`config.mk`:
```
export PLATFORM = sky130hd
export DESIGN_NAME = io_port_sequencer_flat
export DESIGN_NICKNAME = d
export VERILOG_FILES = /design/src/rtl/io_pkg.sv /design/src/rtl/io_port_sequencer_if.sv /design/src/rtl/io_settle_counter.sv /design/src/rtl/io_port_sequencer.sv /design/src/flat_wrapper.sv
export SDC_FILE = /design/constraint.sdc
export NUM_CORES = 1
export LEC_CHECK = 0
export CAP_MARGIN = 25
export CORE_MARGIN = 1.5
export CORE_UTILIZATION = 40
export CTS_CLUSTER_SIZE = 40
export DETAILED_ROUTE_END_ITERATION = 6
export MAX_ROUTING_LAYER = met4
export PLACE_DENSITY = 0.7
export SLEW_MARGIN = 10
export SYNTH_ARGS = -nofsm -noshare
export SYNTH_HDL_FRONTEND = slang
export SYNTH_HIERARCHICAL = 1
export SYNTH_SLANG_ARGS = --single-unit
```
`constraint.sdc`:
```
create_clock -name clk -period 3.8 [get_ports clk]
set_clock_uncertainty 0.1 [all_clocks]
set_input_delay 0.76 -clock clk [delete_from_list [all_inputs] [get_ports clk]]
set_output_delay 0.76 -clock clk [all_outputs]
set_load 0.01 [all_outputs]
```
`src/rtl/io_pkg.sv`:
```
// Shared types and constants for the two-port multiplexed I/O sequencer.
// The SCAN_SEL/SCAN_CAP states exist only when IO_SCAN_EN is defined.
package io_pkg;

    localparam int IO_ADDR_W = 4;
    localparam int IO_DATA_W = 8;
    localparam int IO_SEL_W  = 3;
    localparam int IO_CHANS  = 1 << IO_ADDR_W;

    // ioaddr[3] picks the port, ioaddr[2:0] the channel behind its mux
    localparam int   IO_PORT_BIT = IO_ADDR_W - 1;
    localparam logic IO_PORT1    = 1'b0;
    localparam logic IO_PORT2    = 1'b1;

    typedef enum logic [2:0] {
        IDLE     = 3'd0,
        SELECT   = 3'd1,
        XFER     = 3'd2,
`ifdef IO_SCAN_EN
        DONE     = 3'd3,
        SCAN_SEL = 3'd4,
        SCAN_CAP = 3'd5
`else
        DONE     = 3'd3
`endif
    } io_state_e;

    function automatic logic io_port_of(input logic [IO_ADDR_W-1:0] addr);
        return addr[IO_PORT_BIT];
    endfunction

    function automatic logic [IO_SEL_W-1:0] io_chan_of(input logic [IO_ADDR_W-1:0] addr);
        return addr[IO_SEL_W-1:0];
    endfunction

endpackage

```
`src/rtl/io_port_sequencer_if.sv`:
```
// CPU-side request/response bus of the I/O port sequencer.
interface io_port_sequencer_if;

    logic                          req;
    logic                          we;
    logic [io_pkg::IO_ADDR_W-1:0]  ioaddr;
    logic [io_pkg::IO_DATA_W-1:0]  wdata;
    logic [io_pkg::IO_DATA_W-1:0]  rdata;
    logic                          ack;
    logic                          busy;

    modport master (
        output req, we, ioaddr, wdata,
        input  rdata, ack, busy
    );

    modport slave (
        input  req, we, ioaddr, wdata,
        output rdata, ack, busy
    );

endinterface

```
`src/rtl/io_settle_counter.sv`:
```
// Loadable down-counter; done flags the final cycle of a loaded interval,
// so a load of N keeps the owning state for exactly N cycles.
module io_settle_counter #(
    parameter int CNT_W = 8
) (
    input  logic             clk,
    input  logic             reset,
    input  logic             load,
    input  logic [CNT_W-1:0] load_val,
    output logic             done
);

    logic [CNT_W-1:0] cnt;

    always_ff @(posedge clk) begin
        if (reset) begin
            cnt <= '0;
        end else if (load) begin
            cnt <= load_val;
        end else if (cnt != '0) begin
            cnt <= cnt - 1'b1;
        end
    end

    assign done = (cnt == CNT_W'(1));

endmodule

```
`src/rtl/io_port_sequencer.sv`:
```
// Sequences single-byte reads/writes on two multiplexed 8-bit I/O ports.
// Define IO_SCAN_EN to add background input scanning with change interrupt.
module io_port_sequencer
    import io_pkg::*;
#(
    parameter int SETTLE_CYCLES = 2,
    parameter int HOLD_CYCLES   = 1
) (
    input  logic                 clk,
    input  logic                 reset,
    io_port_sequencer_if.slave   cpu,
    output logic [IO_SEL_W-1:0]  p1_sel,
    output logic [IO_SEL_W-1:0]  p2_sel,
    output logic [IO_DATA_W-1:0] p1_out,
    output logic [IO_DATA_W-1:0] p2_out,
    output logic                 p1_oe,
    output logic                 p2_oe,
    input  logic [IO_DATA_W-1:0] p1_in,
    input  logic [IO_DATA_W-1:0] p2_in,
    output logic                 irq,
    output logic [IO_ADDR_W-1:0] irq_ch,
    input  logic                 irq_clr
);

    localparam int                CNT_W     = 8;
    localparam logic [CNT_W-1:0]  SETTLE_LD = CNT_W'(SETTLE_CYCLES);
    localparam logic [CNT_W-1:0]  HOLD_LD   = CNT_W'(HOLD_CYCLES);

    io_state_e              state_q, state_d;
    logic                   we_q;
    logic [IO_ADDR_W-1:0]   addr_q;
    logic [IO_DATA_W-1:0]   wdata_q;
    logic [IO_DATA_W-1:0]   rdata_q;

    logic                   accept;
    logic                   drive_load;
    logic                   cnt_load;
    logic [CNT_W-1:0]       cnt_val;
    logic                   cnt_done;
    logic                   xfer_wr;

`ifdef IO_SCAN_EN
    logic                   scan_start;
    logic                   scan_cap;
    logic [IO_ADDR_W-1:0]   ptr;
    logic [IO_DATA_W-1:0]   shadow [IO_CHANS];
    logic [IO_CHANS-1:0]    valid;
    logic [IO_DATA_W-1:0]   cap_val;
    logic                   irq_q;
    logic [IO_ADDR_W-1:0]   irq_ch_q;
`endif

    io_settle_counter #(.CNT_W(CNT_W)) u_settle (
        .clk      (clk),
        .reset    (reset),
        .load     (cnt_load),
        .load_val (cnt_val),
        .done     (cnt_done)
    );

    always_ff @(posedge clk) begin
        if (reset) begin
            state_q <= IDLE;
        end else begin
            state_q <= state_d;
        end
    end

    always_comb begin
        state_d    = state_q;
        accept     = 1'b0;
        drive_load = 1'b0;
        cnt_load   = 1'b0;
        cnt_val    = SETTLE_LD;
`ifdef IO_SCAN_EN
        scan_start = 1'b0;
        scan_cap   = 1'b0;
`endif
        case (state_q)
            IDLE: begin
                if (cpu.req) begin
                    accept = 1'b1;
`ifdef IO_SCAN_EN
                end else begin
                    scan_start = 1'b1;
`endif
                end
            end
            SELECT: begin
                if (cnt_done) begin
                    state_d = XFER;
                    if (we_q) begin
                        drive_load = 1'b1;
                        cnt_load   = 1'b1;
                        cnt_val    = HOLD_LD;
                    end
                end
            end
            XFER: begin
                if (!we_q || cnt_done) begin
                    state_d = DONE;
                end
            end
            DONE: begin
                state_d = IDLE;
            end
`ifdef IO_SCAN_EN
            // A CPU request abandons a scan step that has not yet captured
            SCAN_SEL: begin
                if (cpu.req) begin
                    accept = 1'b1;
                end else if (cnt_done) begin
                    state_d = SCAN_CAP;
                end
            end
            SCAN_CAP: begin
                scan_cap = 1'b1;
                state_d  = IDLE;
            end
`endif
            default: begin
                state_d = IDLE;
            end
        endcase

        if (accept) begin
            state_d  = SELECT;
            cnt_load = 1'b1;
            cnt_val  = SETTLE_LD;
        end
`ifdef IO_SCAN_EN
        if (scan_start) begin
            state_d  = SCAN_SEL;
            cnt_load = 1'b1;
            cnt_val  = SETTLE_LD;
        end
`endif
    end

    always_ff @(posedge clk) begin
        if (reset) begin
            we_q    <= 1'b0;
            addr_q  <= '0;
            wdata_q <= '0;
            rdata_q <= '0;
            p1_sel  <= '0;
            p2_sel  <= '0;
            p1_out  <= '0;
            p2_out  <= '0;
        end else begin
            if (accept) begin
                we_q    <= cpu.we;
                addr_q  <= cpu.ioaddr;
                wdata_q <= cpu.wdata;
                if (io_port_of(cpu.ioaddr) == IO_PORT2) begin
                    p2_sel <= io_chan_of(cpu.ioaddr);
                end else begin
                    p1_sel <= io_chan_of(cpu.ioaddr);
                end
            end
`ifdef IO_SCAN_EN
            if (scan_start) begin
                if (io_port_of(ptr) == IO_PORT2) begin
                    p2_sel <= io_chan_of(ptr);
                end else begin
                    p1_sel <= io_chan_of(ptr);
                end
            end
`endif
            // Pin data changes only as the select settles, never while oe is high on another channel
            if (drive_load) begin
                if (io_port_of(addr_q) == IO_PORT2) begin
                    p2_out <= wdata_q;
                end else begin
                    p1_out <= wdata_q;
                end
            end
            if (state_q == XFER && !we_q) begin
                rdata_q <= (io_port_of(addr_q) == IO_PORT2) ? p2_in : p1_in;
            end
        end
    end

    assign xfer_wr    = (state_q == XFER) && we_q;
    assign p1_oe      = xfer_wr && (io_port_of(addr_q) == IO_PORT1);
    assign p2_oe      = xfer_wr && (io_port_of(addr_q) == IO_PORT2);
    assign cpu.ack    = (state_q == DONE);
    assign cpu.busy   = (state_q == SELECT) || (state_q == XFER) || (state_q == DONE);
    assign cpu.rdata  = rdata_q;

`ifdef IO_SCAN_EN
    assign cap_val = (io_port_of(ptr) == IO_PORT2) ? p2_in : p1_in;

    always_ff @(posedge clk) begin
        if (reset) begin
            ptr      <= '0;
            valid    <= '0;
            irq_q    <= 1'b0;
            irq_ch_q <= '0;
            for (int i = 0; i < IO_CHANS; i++) begin
                shadow[i] <= '0;
            end
        end else begin
            if (scan_cap) begin
                shadow[ptr] <= cap_val;
                valid[ptr]  <= 1'b1;
                ptr         <= ptr + 1'b1;
            end
            // CPU writes define the expected pin value so they never raise a change
            if (state_q == DONE && we_q) begin
                shadow[addr_q] <= wdata_q;
                valid[addr_q]  <= 1'b1;
            end
            if (scan_cap && valid[ptr] && (cap_val != shadow[ptr]) && !irq_q) begin
                irq_q    <= 1'b1;
                irq_ch_q <= ptr;
            end else if (irq_clr) begin
                irq_q <= 1'b0;
            end
        end
    end

    assign irq    = irq_q;
    assign irq_ch = irq_ch_q;
`else
    logic unused_irq_clr;
    assign unused_irq_clr = irq_clr;
    assign irq            = 1'b0;
    assign irq_ch         = '0;
`endif

endmodule

```
`src/flat_wrapper.sv`:
```
// flat-port wrapper written by rule: the top's interface ports become plain ports
module io_port_sequencer_flat import io_pkg::*;
#(
    parameter int SETTLE_CYCLES = 2,
    parameter int HOLD_CYCLES   = 1
)
  (clk, reset, p1_sel, p2_sel, p1_out, p2_out, p1_oe, p2_oe, p1_in, p2_in, irq, irq_ch, irq_clr, cpu_req, cpu_we, cpu_ioaddr, cpu_wdata, cpu_rdata, cpu_ack, cpu_busy);
  io_port_sequencer_if cpu_i ();
  input  logic clk;
  input  logic reset;
  output logic [IO_SEL_W-1:0] p1_sel;
  output logic [IO_SEL_W-1:0] p2_sel;
  output logic [IO_DATA_W-1:0] p1_out;
  output logic [IO_DATA_W-1:0] p2_out;
  output logic p1_oe;
  output logic p2_oe;
  input  logic [IO_DATA_W-1:0] p1_in;
  input  logic [IO_DATA_W-1:0] p2_in;
  output logic irq;
  output logic [IO_ADDR_W-1:0] irq_ch;
  input  logic irq_clr;
  input wire logic [$bits(cpu_i.req)-1:0] cpu_req;
  input wire logic [$bits(cpu_i.we)-1:0] cpu_we;
  input wire logic [$bits(cpu_i.ioaddr)-1:0] cpu_ioaddr;
  input wire logic [$bits(cpu_i.wdata)-1:0] cpu_wdata;
  output wire logic [$bits(cpu_i.rdata)-1:0] cpu_rdata;
  output wire logic [$bits(cpu_i.ack)-1:0] cpu_ack;
  output wire logic [$bits(cpu_i.busy)-1:0] cpu_busy;
  assign cpu_i.req = cpu_req;
  assign cpu_i.we = cpu_we;
  assign cpu_i.ioaddr = cpu_ioaddr;
  assign cpu_i.wdata = cpu_wdata;
  assign cpu_rdata = cpu_i.rdata;
  assign cpu_ack = cpu_i.ack;
  assign cpu_busy = cpu_i.busy;
  io_port_sequencer #(.SETTLE_CYCLES(SETTLE_CYCLES), .HOLD_CYCLES(HOLD_CYCLES)) u_core (.clk(clk), .reset(reset), .cpu(cpu_i), .p1_sel(p1_sel), .p2_sel(p2_sel), .p1_out(p1_out), .p2_out(p2_out), .p1_oe(p1_oe), .p2_oe(p2_oe), .p1_in(p1_in), .p2_in(p2_in), .irq(irq), .irq_ch(irq_ch), .irq_clr(irq_clr));
endmodule
```
==> results of run 1 <==
## worst register-to-register path: stages (launching register included)
cell,delay (ns)
dfxtp_1,0.34
or4_4,0.58
nor4b_1,0.32
buf_4,0.21
nand3_1,0.09
nand2_1,0.22
nand2b_1,0.19
nor4_4,0.06
or2_1,0.35
a211oi_2,0.18
## state kept, by name (all words and copies together) (netlist names)
register,flops
u_core/addr_q,1
u_core/cpu.rdata,8
u_core/p1_out,8
u_core/p1_sel,3
u_core/p2_out,8
u_core/p2_sel,3
u_core/state_q,2
u_core/u_settle/cnt,8
u_core/wdata_q,8
u_core/we_q,1
## synth_stat cells, types with 2 or more instances
| cell | count |
|---|---|
| nand2_1 | 58 |
| dfxtp_1 | 50 |
| a21oi_1 | 33 |
| nor2_1 | 17 |
| mux2i_1 | 13 |
| buf_4 | 8 |
| a211oi_1 | 7 |
| ha_1 | 7 |
| inv_1 | 7 |
| a211oi_2 | 6 |
| clkbuf_1 | 6 |
| nand3_1 | 6 |
| xnor2_1 | 5 |
| buf_2 | 4 |
| nor2_2 | 4 |
| nand2b_1 | 3 |
| o211ai_1 | 3 |
| buf_6 | 2 |
| nor3b_1 | 2 |
## power by group
| part | leakage (nW) | total (mW) | switching (mW) | internal [mW] |
|---|---|---|---|---|
| registers | 0.407 | 0.612 | 0.0467 | 0.565 |
| clock network | 0.0431 | 0.301 | 0.161 | 0.141 |
| logic | 0.644 | 0.295 | 0.144 | 0.151 |
| total | 1.09 | 1.21 | 0.351 | 0.858 |
## per-stage QoR
stage	total power [mW]	worst slack [ns]	instance area, sq um
after floorplan	0.8452	1.237	2326
after global placement	0.9165	0.8470	2937
final	1.209	1.094	3027
after CTS	1.221	1.045	3019
after detailed placement	0.9201	0.7899	2937
after global routing	1.287	0.8598	3027
## worst min path at each step
stage / from / to / depth (start not counted)
after floorplan: u_core/wdata_q[0]$_SDFFE_PP0P_ / u_core/p1_out[0]$_SDFFE_PP0P_ / 2
after detailed placement: u_core/p2_sel[2]$_SDFFE_PP0P_ / u_core/p2_sel[2]$_SDFFE_PP0P_ / 2
after global routing: u_core/p1_out[1]$_SDFFE_PP0P_ / u_core/p1_out[1]$_SDFFE_PP0P_ / 2
final: u_core/p2_sel[2]$_SDFFE_PP0P_ / u_core/p2_sel[2]$_SDFFE_PP0P_ / 2
after global placement: u_core/p2_out[2]$_SDFFE_PP0P_ / u_core/p2_out[2]$_SDFFE_PP0P_ / 2
after CTS: u_core/p2_sel[2]$_SDFFE_PP0P_ / u_core/p2_sel[2]$_SDFFE_PP0P_ / 2
## cells by family (layout without fill, tap and decap cells)
kind of cell,after synthesis,in the layout
flops,50,50
fa+ha+maj,7,7
xor+xnor,6,6
simple gates,105,105
buf+inv,29,82
other cells,1,11
compound gates,52,52
mux,13,13
## layer usage
| layer | GRT usage, % | vias up | wire length [um] |
|---|---|---|---|
| met5 | - | - | 0 |
| met4 | 6.429 | 0 | 78 |
| met3 | 2.907 | 8 | 220 |
| met2 | 26.47 | 45 | 2228 |
| met1 | 21.39 | 849 | 2260 |
| li1 | - | 990 | - |
## cell type report
class | instances | share of cell area (%)
Timing Repair Buffer | 68 | 22.24
Sequential cell | 50 | 33.07
Multi-Input combinational cell | 194 | 37.99
Clock buffer | 6 | 2.728
Tap cell | 72 | 2.976
Inverter | 8 | 0.9921
==> results.ini, run 1 <==
[sta]
hold_violations = 0
setup_viol = 0
period_needed_ns = 2.706
maxSlewHeadroom_pct = 57.72
final_min_period_over_clock_period_pct = 71.22
tightestPinTransition_ns = 0.6333
rsz0062_at_grt = no
slew_viol_final = 0
max_freq_mhz = 369.5
fin_tns_setup_ns = 0
hold_ws_ns = 0.3556

[power_and_ir_drop]
p_leak_nw = 1.094
ir_worst_vdd_mv = 0.1515
power_density_nw_per_um2 = 399.4

[synthesis]
ys_seq_elements = 50
yosysWarnings = 6
ys_seq_area_share_pct = 43.74
synth.avg_cell_area_sq_um = 8.701
netlist_area_sq_um = 2288
synth_compound_area_share_pct = 14.71
synth_cell_type_count = 41
synth-async-reset-ratio_pct = 0
synth_top_area_share_pct = 43.74
synth_edf_count = 0
post-synth-top-area-cell = dfxtp_1
syn_inst = 263
synth_ff_type = dfxtp_1
synth_adder_area_share_pct = 3.827
synth.area.mux_share_pct = 5.686
synth_top_family_by_area = simple AND/OR/NAND/NOR gates
yosys.area_share.simple_pct = 21.92
synthXorXnorAreaFrac_pct = 2.296
synth_area_leaders = dfxtp_1 (44%), nand2_1 (9.5%), a21oi_1 (7.2%)

[clock_network]
cts_tree = done
clock_sinks = 50
clk_latency_ns = 0.29
post_cts_buffers = 0
cts_resized = 0
cts_hold_buffers = 0
clock_path_buffers = 2
htree_levels = 2
numCtsBuffers = 5
cts_root_buf = clkbuf_8
clk_pin_slew_ns = 0.08

[layout]
mostFrequentLayoutCells = clkdlybuf4s50_1 (65), nand2_1 (58), dfxtp_1 (50)
syn_to_final_growth_pct = 32.26
num-fill-cells = 516
fin_util_pct = 54.96
regArea_sq_um = 1001
layout_commonest_cell = clkdlybuf4s50_1
instances_no_fill = 398
diodes = 0
finalNetCount = 367
multi_input_area_sq_um = 1150
drive_gt1_share_pct = 6.748

[critical_path]
cpPeakStageDelay_ns = 0.58
cp_max_fo = 8
worstSetupEndpointType = register
critPathTopFamily = simple AND/OR/NAND/NOR gates
crit_start = u_core/u_settle/cnt[4]$_SDFFE_PP0P_
r2r_slack_ns = 1.09
crit_slowest_cell = or4_4
crit_chain = or4_4 -> nor4b_1 -> buf_4 -> nand3_1 -> nand2_1 -> nand2b_1 -> nor4_4 -> or2_1 -> a211oi_2
arrival_ns = 2.83
path_depth = 9
reg2regPathDepth = 9
cp-endpoint = u_core/u_settle/cnt[7]$_SDFFE_PP0P_
r2r-end = u_core/u_settle/cnt[7]$_SDFFE_PP0P_
timing_worst_setup_path_type = register to register
cp-start-kind = register
reg2reg_from = u_core/u_settle/cnt[4]$_SDFFE_PP0P_
critPathRequiredTime_ns = 3.92
critPathBufInv = 1

[detailed_routing]
ant_nets = 0
drc = 0
drt-vias-per-instance = 4.754
wl_mm = 4.787
vias = 1892
wl_per_cell_um = 12.03
initialDrtViolationCount = 93
dr.pass1.iters = 4

[worst_hold_path]
hp-class = register to register

[placement]
hpwlAfterDp_mm = 3.501
place.gp.congestion = 0.7867
dp_cells = 391
io_buffers = 65

[floorplan]
core_sq_um = 5507
pin_count = 72
die_x_um = 78.64
dieHeight_um = 78.64
dieArea_sq_um = 6184
rows = 27
start_util_pct = 41.56

[grt]
grt_use_total_pct = 16.76
grt_pass1_wl_mm = 8.045
overflow = 0
antenna_found_initial = 0
grt_max_degree = 31
grt_pass1_vias = 1750

[job]
maxCapViolations = 0

[run_status]
status = complete, no violations

No activity file was read; power rests on OpenSTA's default activity.
==> run 2: changes to the inputs <==
--- a/config.mk
+++ b/config.mk
@@ -11,7 +11,7 @@
 export CTS_CLUSTER_SIZE = 40
 export DETAILED_ROUTE_END_ITERATION = 6
 export MAX_ROUTING_LAYER = met4
-export PLACE_DENSITY = 0.7
+export PLACE_DENSITY = 0.73
 export SLEW_MARGIN = 10
 export SYNTH_ARGS = -nofsm -noshare
 export SYNTH_HDL_FRONTEND = slang
==> constraint.sdc (replaced) <==
create_clock -name clk -period 2.31 [get_ports clk]
set_clock_uncertainty 0.1 [all_clocks]
set_input_delay 0.462 -clock clk [delete_from_list [all_inputs] [get_ports clk]]
set_output_delay 0.462 -clock clk [all_outputs]
set_load 0.01 [all_outputs]
==> results.ini, run 2 (synthesis results as in run 1) <==
[sta]
period_needed_ns = 2.217
slew_viol_final = 0  ; unchanged
rsz0062_at_grt = no  ; unchanged
tightestPinTransition_ns = 0.5272  ; was 0.6333 ns
maxSlewHeadroom_pct = 64.86  ; was 57.72%
hold_violations = 0  ; unchanged
fin_tns_setup_ns = 0  ; unchanged
final_min_period_over_clock_period_pct = 95.98
setup_viol = 0  ; unchanged
max_freq_mhz = 451.0

[critical_path]
arrival_ns = 1.66  ; was 2.83 ns
worstSetupEndpointType = output pin  ; was register
r2r-end = u_core/u_settle/cnt[0]$_SDFFE_PP0P_  ; was u_core/u_settle/cnt[7]$_SDFFE_PP0P_
crit_path_frequent_cell = inv_1
cp_max_fo = 7  ; was 8
crit_chain = inv_1 -> ha_2 -> inv_1 -> clkdlybuf4s50_1  ; was or4_4 -> nor4b_1 -> buf_4 -> nand3_1 -> nand2_1 -> nand2b_1 -> nor4_4 -> or2_1 -> a211oi_2
r2r_slack_ns = 0.15  ; was 1.09 ns
crit_slowest_cell = clkdlybuf4s50_1  ; was or4_4
cpPeakStageDelay_ns = 0.55  ; was 0.58 ns
cp-start-kind = register  ; unchanged
timing_worst_setup_path_type = register to output pin  ; was register to register
reg2regPathDepth = 8  ; was 9
critPathBufInv = 3  ; was 1
critPathRequiredTime_ns = 1.75  ; was 3.92 ns
path_depth = 4  ; was 9
reg2reg_from = u_core/u_settle/cnt[5]$_SDFFE_PP0P_  ; was u_core/u_settle/cnt[4]$_SDFFE_PP0P_
crit_start = u_core/state_q[0]$_SDFFE_PP0P_  ; was u_core/u_settle/cnt[4]$_SDFFE_PP0P_
critPathTopFamily = buffers and inverters  ; was simple AND/OR/NAND/NOR gates

[grt]
grt_max_degree = 45  ; was 31
grt_use_total_pct = 17.12  ; was 16.76%
grt_pass1_vias = 1829  ; was 1,750
antenna_found_initial = 0  ; unchanged
overflow = 0  ; unchanged
grt_pass1_wl_mm = 8.169  ; was 8.045 mm

[floorplan]
pin_count = 72  ; unchanged
dieHeight_um = 78.64  ; unchanged
die_x_um = 78.64  ; unchanged
core_sq_um = 5507  ; unchanged
dieArea_sq_um = 6184  ; unchanged
rows = 27  ; unchanged
start_util_pct = 41.56  ; unchanged

[clock_network]
numCtsBuffers = 5  ; unchanged
clk_latency_ns = 0.30  ; was 0.29 ns
clock_sinks = 50  ; unchanged
htree_levels = 2  ; unchanged
cts_hold_buffers = 0  ; unchanged
cts_tree = done  ; unchanged
cts_root_buf = clkbuf_8  ; unchanged
clock_path_buffers = 2  ; unchanged
clk_pin_slew_ns = 0.10  ; was 0.08 ns

[run_status]
status = complete, no violations  ; unchanged

[placement]
hpwlAfterDp_mm = 3.381  ; was 3.501 mm
io_buffers = 65  ; unchanged
place.gp.congestion = 0.7571  ; was 0.7867

[detailed_routing]
wl_per_cell_um = 11.77  ; was 12.03 um
vias = 1955  ; was 1,892
drc = 0  ; unchanged
ant_nets = 0  ; unchanged
dr.pass1.iters = 4  ; unchanged
wl_mm = 4.778  ; was 4.787 mm
initialDrtViolationCount = 60  ; was 93
drt-vias-per-instance = 4.815  ; was 4.754

[layout]
finalNetCount = 373  ; was 367
fin_util_pct = 57.24  ; was 54.96%
syn_to_final_growth_pct = 37.73  ; was 32.26%
drive_gt1_share_pct = 11.98  ; was 6.748%
layout_commonest_cell = clkdlybuf4s50_1  ; unchanged
diodes = 0  ; unchanged
num-fill-cells = 517  ; was 516
mostFrequentLayoutCells = clkdlybuf4s50_1 (63), nand2_1 (58), dfxtp_1 (48)  ; was clkdlybuf4s50_1 (65), nand2_1 (58), dfxtp_1 (50)

[worst_hold_path]
hold-path-endpoint = u_core/p2_out[6]$_SDFFE_PP0P_  ; was u_core/p2_sel[2]$_SDFFE_PP0P_
min_path_cells = 2  ; unchanged
hp-class = register to register  ; unchanged
min_from = u_core/p2_out[6]$_SDFFE_PP0P_  ; was u_core/p2_sel[2]$_SDFFE_PP0P_

[power_and_ir_drop]
ir_worst_vdd_mv = 0.3111  ; was 0.1515 mV
power_density_nw_per_um2 = 696.9  ; was 399.4 nW/um^2
p_leak_nw = 1.182  ; was 1.094 nW
p_total_mw = 2.196  ; was 1.209 mW

[job]
maxCapViolations = 0  ; unchanged

[run 2: cell types whose count changed in the layout (fill, tap and decap cells not counted), moves of 2 or more]
cell / change
ha_2: +2
clkdlybuf4s50_1: -2
buf_4: +6
dfxtp_2: +2
dlymetal6s2s_1: +2
ha_1: -2
dfxtp_1: -2
[run 2: layout make-up]
| cell class | instances | area [sq um] | share of cell area [%] |
|---|---|---|---|
| tap | 72 | 90.09 | 2.858 |
| inverter | 8 | 31.28 | 0.9925 |
| multi-input combinational | 194 | 1186 | 37.63 |
| clock buffer | 5 | 68.82 | 2.183 |
| timing repair buffer | 74 | 723.2 | 22.95 |
| clock inverter | 3 | 48.80 | 1.548 |
| sequential | 50 | 1003 | 31.84 |
[run 2: what timing repair did]
| item | CTS | global route |
|---|---|---|
| setup endpoints to repair | 8 | 26 |
| resized for setup | 3 | 7 |
| buffers inserted | 0 | 1 |
[run 2: stage by stage]
step                hold WS, ns  area [sq um]  instances  worst slack [ns]
floorplan                0.3453          2355        273          -0.04163
global placement         0.3434          3000        397          0.009617
detailed placement       0.3475          3000        397          -0.03496
CTS                      0.3618          3122        405          0.004297
global route             0.3725          3152        406           0.01764
finish                   0.3590          3152        406           0.09291
[run 2: per-layer routing]
layer | vias to the layer above | global-route usage, % | share of wire (%)
met5 | - | - | 0
met4 | 0 | 5.000 | 0.71
met3 | 2 | 4.651 | 5.9
met2 | 67 | 27.24 | 46
met1 | 875 | 21.25 | 47
li1 | 1011 | - | -
[run 2: worst max path at each step]
stage                                          endpoint  slack [ns]
floorplan           u_core/u_settle/cnt[5]$_SDFFE_PP0P_       -0.04
global placement    u_core/u_settle/cnt[4]$_SDFFE_PP0P_        0.01
detailed placement  u_core/u_settle/cnt[4]$_SDFFE_PP0P_       -0.03
CTS                 u_core/u_settle/cnt[3]$_SDFFE_PP0P_       0.004
global route        u_core/u_settle/cnt[7]$_SDFFE_PP0P_        0.02
finish                                         cpu_busy        0.09
[run 2: worst reg2reg max path, cell delays in order, from the launching register on]
cell and delay [ns]:
dfxtp_1 0.33, or4_4 0.56, nor4b_4 0.28, nand3_2 0.11, nand2_1 0.10, nand2b_4 0.13
nor4_4 0.05, or3_1 0.32, a21oi_1 0.13
[run 2: report_power, final]
part | switching, mW | internal [mW]
Combinational | 0.271 | 0.288
Clock | 0.302 | 0.330
Sequential | 0.0745 | 0.931
